<file path="config.mk">
export PLATFORM = sky130hd
export DESIGN_NAME = mem_arbiter
export DESIGN_NICKNAME = d
export VERILOG_FILES = /design/src/rtl/mem_arbiter.sv
export SDC_FILE = /design/constraint.sdc
export NUM_CORES = 1
export LEC_CHECK = 0
export CORE_MARGIN = 2
export CORE_UTILIZATION = 37
export DETAILED_ROUTE_END_ITERATION = 12
export PLACE_DENSITY = 0.94
export SLEW_MARGIN = 40
export SYNTH_ARGS = -nofsm -noshare
export SYNTH_HDL_FRONTEND = slang
export SYNTH_SLANG_ARGS = --single-unit
export TNS_END_PERCENT = 5
</file>
<file path="constraint.sdc">
create_clock -name CLK -period 1.8 [get_ports CLK]
set_input_delay 0.18 -clock CLK [delete_from_list [all_inputs] [get_ports CLK]]
set_output_delay 0.18 -clock CLK [all_outputs]
set_load 0.02 [all_outputs]
</file>
<file path="src/rtl/mem_arbiter.sv">
// Two-requester arbiter sharing one RAM port between instruction and data traffic.
// One access in flight; data wins ties unless it was granted last; stalled accesses time out.
module mem_arbiter #(
    parameter int unsigned TIMEOUT = 16
) (
    input  logic        CLK,
    input  logic        RST,
    input  logic        iren,
    input  logic [31:0] iaddr,
    output logic        ihit,
    output logic [31:0] iload,
    input  logic        dren,
    input  logic        dwen,
    input  logic [31:0] daddr,
    input  logic [31:0] dstore,
    output logic        dhit,
    output logic [31:0] dload,
    output logic        ram_ren,
    output logic        ram_wen,
    output logic [31:0] ram_addr,
    output logic [31:0] ram_store,
    input  logic [31:0] ram_load,
    input  logic        ram_ack,
    output logic        err
);

    typedef enum logic [1:0] {StIdle, StDacc, StIacc} state_e;

    state_e      state_q, state_d;
    logic        last_data_q, last_data_d;
    logic [7:0]  cnt_q, cnt_d;
    logic        err_q, err_d;
    logic [31:0] addr_q, addr_d;
    logic [31:0] store_q, store_d;
    logic        wr_q, wr_d;

    logic d_pend;
    logic req_live;
    logic busy;

    assign d_pend = dren | dwen;

    always_comb begin
        state_d     = state_q;
        last_data_d = last_data_q;
        cnt_d       = cnt_q;
        err_d       = err_q;
        addr_d      = addr_q;
        store_d     = store_q;
        wr_d        = wr_q;
        req_live    = 1'b0;

        case (state_q)
            StIdle: begin
                if (d_pend && !(iren && last_data_q)) begin
                    state_d     = StDacc;
                    addr_d      = daddr;
                    store_d     = dstore;
                    wr_d        = dwen;
                    last_data_d = 1'b1;
                    cnt_d       = 8'd0;
                end else if (iren) begin
                    state_d     = StIacc;
                    addr_d      = iaddr;
                    store_d     = 32'd0;
                    wr_d        = 1'b0;
                    last_data_d = 1'b0;
                    cnt_d       = 8'd0;
                end
            end
            StDacc, StIacc: begin
                req_live = (state_q == StDacc) ? d_pend : iren;
                if (ram_ack) begin
                    state_d = StIdle;
                end else if (!req_live) begin
                    // Requester withdrew: drop the access silently.
                    state_d = StIdle;
                    cnt_d   = 8'd0;
                end else if (cnt_q == 8'(TIMEOUT - 1)) begin
                    state_d = StIdle;
                    cnt_d   = 8'd0;
                    err_d   = 1'b1;
                end else begin
                    cnt_d = cnt_q + 8'd1;
                end
            end
            default: state_d = StIdle;
        endcase
    end

    // Reset masks the outputs in the same cycle so a concurrent ack never produces a hit.
    always_comb begin
        busy      = (state_q != StIdle) && !RST;
        ram_ren   = busy && !wr_q;
        ram_wen   = busy && wr_q;
        ram_addr  = busy ? addr_q : 32'd0;
        ram_store = busy ? store_q : 32'd0;
        dhit      = (state_q == StDacc) && ram_ack && !RST;
        ihit      = (state_q == StIacc) && ram_ack && !RST;
        dload     = dhit ? ram_load : 32'd0;
        iload     = ihit ? ram_load : 32'd0;
        err       = err_q;
    end

    always_ff @(posedge CLK) begin
        if (RST) begin
            state_q     <= StIdle;
            last_data_q <= 1'b0;
            cnt_q       <= 8'd0;
            err_q       <= 1'b0;
            addr_q      <= 32'd0;
            store_q     <= 32'd0;
            wr_q        <= 1'b0;
        end else begin
            state_q     <= state_d;
            last_data_q <= last_data_d;
            cnt_q       <= cnt_d;
            err_q       <= err_d;
            addr_q      <= addr_d;
            store_q     <= store_d;
            wr_q        <= wr_d;
        end
    end

endmodule

</file>
* Word level (Yosys, flattened, before mapping)
Cells that the tools add are included.
** Storage, ports and cells
- Bits in registers :: 77
- Word-level logic and storage cells :: 61
- Bits of input ports :: 134
- Output and inout bits :: 133
** Operators by class
- Reductions and logical operators :: 21
- Muxes and demuxes :: 24
- Bitwise operators :: 2
- $add $sub $neg :: 1
- Equal/unequal tests :: 6
** Operators by type and width (number)
- $mux 32 :: 8
- $mux 8 :: 5
- $pmux 8 s2 :: 1
- $mux 2 :: 5
- $logic_and 1x1->1 :: 9
- $add 8x1->8 const B :: 1
- $eq 8x4->1 const B :: 1
- $reduce_bool 2->1 :: 3
- $mux 1 :: 4
- $ne 4x4->1 const B :: 1
- $pmux 2 s2 :: 1
- $reduce_and 2->1 :: 2
- $reduce_and 4->1 :: 1
- $logic_not 1->1 :: 3
- $ne 3x3->1 const B :: 1
- $reduce_and 3->1 :: 1
- $eq 2x1->1 const B :: 1
- $eq 2x2->1 const B :: 1
- $logic_not 2->1 :: 1
- $ne 2x2->1 const B :: 1
- $reduce_or 2->1 :: 1
- $not 1->1 :: 1
- $or 1x1->1 :: 1

* Logic depth before layout (Yosys ltp)
- Word-level depth :: 5
- Gate-level depth with buffers :: 7
- Mapped depth without buffers :: 6

* Worst setup path after synthesis
OpenSTA, ideal clock, no wires.
- Path kind :: reg2out
- From :: reg state_q[0]
- To :: out ram_addr[12]
- Setup slack :: 0.126 ns
- Cell stages (with the launch flop) :: 7
- Path buffers :: 2
- Data arrival time :: 1.494 ns
- Required time :: 1.620 ns
- Path through :: dfxtp_1 > inv_1 > ha_1 > nor2_1 > clkbuf_1 > clkbuf_1 > and2_1
** Between the ends
- Longest elaborated chain between the ends :: 3
** RTL lines
- start, declared :: line 29 : state_e state_q, state_d;
- start signal, assigned :: line 107 : state_q <= StIdle;
- start signal, assigned :: line 115 : state_q <= state_d;
- $reduce_bool 2->1 :: line 93 : busy = (state_q != StIdle) && !RST;
- $logic_and 1x1->1 :: line 93
- $mux 32 :: line 96 : ram_addr = busy ? addr_q : 32'd0;
- end, declared :: line 20 : output logic [31:0] ram_addr,
No other way between the ends.

* Worst setup path in the final report
- From :: reg state_q[0]
- To :: out dload[27]
** Between the ends
- Longest elaborated chain between the ends :: 4
** RTL lines
- $eq 2x1->1 :: line 98 : dhit = (state_q == StDacc) && ram_ack && !RST;
- $logic_and 1x1->1 (2 in a row) :: line 98
- $mux 32 :: line 100 : dload = dhit ? ram_load : 32'd0;
- end, declared :: line 17 : output logic [31:0] dload,
No other way between the ends.

==> run_results.csv <==
group,metric,value,unit
run_status,outcome,"finished, violations left",
run_status,violations,"negative setup slack",
hold_path,hp-start,"RST",
global_routing,grt_pass1_vias,4470,
logic_synthesis,synthMuxAreaShare,7.78,%
timing,setup_ws,-83.3,ps
timing,setup_viol,129,
logic_synthesis,yosysSeqAreaShare,37.4,%
logic_synthesis,synth_top_family_by_area,"simple AND/OR/NAND/NOR gates",
logic_synthesis,synth_area,4120,sq um
logic_synthesis,syn_nets,614,
logic_synthesis,yosys.area_share.adder,1.22,%
clock_tree,cts_max_level,3,
pwr,totalPowerFinal,6.03,mW
timing,rsz0062_at_grt,"yes",
place,place_area,7050,sq um
pwr,powerDensity,839,nW/um^2
drt,drt-pass1-iter-count,5,
drt,drt-initial-drc-count,271,
setup_path,crit_path_start_kind,"flop",
layout,drive_gt1_share,29.6,%
drt,drc,0,
place,gp_congestion,0.886,
logic_synthesis,ys.warnings.count,0,
logic_synthesis,synth-compound-area-share,16.4,%
timing,tightest_slew,822,ps
drt,post_drt_wl_per_cell,16.8,microns
setup_path,end_kind,"primary output",
clock_tree,cts_buffer_depth,2,
timing,slew_headroom,45.2,%
timing,min_period_over_period,105,%
global_routing,grt_first_pass_wirelength,21900,microns
setup_path,r2r-start,"state_q[0]",
logic_synthesis,synth.distinct_cells,36,
drt,viasPerCell,5.12,
floorplan,initial_core_util,38.0,%
clock_tree,cts.clk_slew.worst_paths,90,ps
clock_tree,clk_latency,350,ps
place,post-dp-hpwl,10700,microns
floorplan,core.rowCount,38,
drt,antenna_left,0,
logic_synthesis,synth_xor_area_share,1.28,%
timing,fin_worst_hold_slack,134,ps
floorplan,core,10800,sq um
job,max-cap-violations,0,
timing,fmax,531,MHz
setup_path,cp.arrival,1700,ps
timing,skew,12.7,ps
layout,syn_to_final_growth,74.5,%
clock_tree,cts_buffers,9,
setup_path,reg2reg_depth,8,
drt,vias,4548,
timing,slew_violations,0,
floorplan,die_y,109,microns
layout,final-seq-area,1540,sq um
layout,multi_input_area,2500,sq um
global_routing,grt_remaining_overflow,0,
layout,design_area,7190,sq um
hold_path,whs_endpoint,"err",
place,io_buffers,266,
logic_synthesis,synthSimpleGateAreaFrac,30.5,%
clock_tree,cts_tree,"built",
hold_path,hold_depth,2,
drt,routed_wl,14900,microns
layout,fin_util,66.3,%
logic_synthesis,syn_inst,476,
setup_path,path_class,"reg2out",
global_routing,antenna_found_initial,1,
pwr,peakVddDrop,0.501,mV
setup_path,critPathMaxFanout,33,
hold_path,hold_class,"in2reg",
floorplan,dieArea,12000,sq um
setup_path,cp.required,1620,ps
timing,hold_viol,0,
layout,nets,880,
pwr,p_leak,3.25,nW
setup_path,rrSetupSlack,20,ps
floorplan,die_width,109,microns
clock_tree,holdBufCountCts,0,
layout,fillerInstances,872,
global_routing,grt_max_degree,79,
global_routing,grt_util_all_layers,23.6,%
timing,min_period,1880,ps
logic_synthesis,synth-seq-cells,77,
floorplan,io-pin-count,267,
setup_path,timing.rr.end,"cnt_q[2]",
clock_tree,clockRootBuffer,"clkbuf_8",
clock_tree,cts.sinks,77,
logic_synthesis,post_synth.cell_area_avg,8.65,sq um
stage by stage:
| stage | instances | TNS [ps] | setup WS, ps |
|---|---|---|---|
| 2_1_floorplan | 476 | 0 | 126 |
| 3_3_place_gp | 867 | -16690 | -179 |
| 3_5_place_dp | 867 | -21190 | -206 |
| 4_1_cts | 888 | -6620 | -111 |
| 5_1_grt | 888 | -15520 | -150 |
| 6_report | 888 | -6050 | -83.3 |
worst max-delay path by stage:
stage,startpoint,endpoint,slack (ps),cells after the start
final,state_q[0],dload[27],-80,6
after global routing,state_q[0],dload[28],-150,6
after global placement,ram_ack,iload[31],-180,5
after CTS,state_q[1],ram_addr[16],-110,8
after floorplan,state_q[0],ram_addr[12],130,6
after detailed placement,ram_ack,dload[27],-210,5
timing repair:
item | in CTS | in global routing
endpoints found under the setup margin | 136 | 138
setup buffers | 3 | 0
gates resized for setup | 664 | 24
cloned | 2 | 0
endpoints found under the hold margin | 0 | 0
pin swaps | 2 | 2
where the power goes:
group	internal (mW)	switching [mW]	leakage [nW]	total (mW)
sequential	1.98	0.147	0.636	2.13
combinational	1.18	1.20	2.50	2.38
clock	0.829	0.692	0.113	1.52
total	3.99	2.04	3.25	6.03
layer usage:
layer	vias to the layer above	wire length, microns	GRT usage [%]
met2	217	7820	45.4
met4	0	549	10.6
met1	2124	5150	23.6
li1	2168	-	-
met5	-	0	0
met3	39	1400	6.16
cell usage after synthesis:
master | n | area, sq um
a2111oi_2 | 3 | 45.0
a211oi_1 | 35 | 263
a21o_1 | 1 | 7.51
a21oi_1 | 5 | 25.0
a21oi_2 | 2 | 17.5
a22oi_1 | 33 | 248
a2bb2oi_2 | 1 | 15.0
a31oi_1 | 1 | 6.26
and2_1 | 130 | 813
and3b_1 | 2 | 17.5
buf_1 | 1 | 3.75
buf_2 | 5 | 25.0
buf_4 | 2 | 15.0
buf_6 | 6 | 67.6
clkbuf_1 | 26 | 97.6
dfxtp_1 | 77 | 1540
ha_1 | 4 | 50.1
inv_1 | 3 | 11.3
mux2i_1 | 32 | 320
nand2_1 | 3 | 11.3
nand2b_1 | 4 | 25.0
nand2b_2 | 1 | 8.76
nand3_1 | 5 | 25.0
nand4_1 | 1 | 6.26
nand4b_1 | 1 | 8.76
nor2_1 | 68 | 255
nor3_1 | 8 | 40.0
nor3b_1 | 1 | 7.51
nor4_1 | 1 | 6.26
nor4b_4 | 1 | 23.8
o21ai_1 | 2 | 10.0
o2bb2ai_1 | 2 | 17.5
o31a_1 | 1 | 8.76
o31ai_2 | 1 | 12.5
or3b_1 | 1 | 8.76
xnor2_1 | 6 | 52.6
critical path, cell delays in order (launching register included):
cell,delay [ps]
dfxtp_2,330
buf_4,130
ha_1,200
and3b_1,210
buf_12,160
and2_1,160
buf_4,160
sequential cells by signal (all words and copies together) (netlist names):
| signal | count |
|---|---|
| addr_q | 32 |
| cnt_q | 8 |
| err | 1 |
| last_data_q | 1 |
| state_q | 2 |
| store_q | 32 |
| wr_q | 1 |
final cells by class:
cell class	count	share of cell area, %
timing repair buffer	295	37.8
multi-input combinational	356	34.9
sequential	77	21.5
tap	140	2.44
clock buffer	10	1.92
clock inverter	6	1.31
inverter	3	0.157
antenna	1	0.0348
layout by cell type, fill, tap and decap left out, drive strengths merged, types with 8 or more instances in the layout:
cell / instances
buf: 161
clkdlybuf4s50: 133
and2: 130
dfxtp: 77
nor2: 68
a211oi: 35
a22oi: 33
mux2i: 32
clkbuf: 10
nor3: 8
cell families (layout without fill, tap and decap cells):
logic type      after synthesis  count (layout)
simple gates                227             227
compound gates               87              87
flops                        77              77
buf+inv                      43             314
mux                          32              32
xor+xnor                      6               6
fa+ha+maj                     4               4
other cells                   0               1
Power figures use the tool's default switching activity.
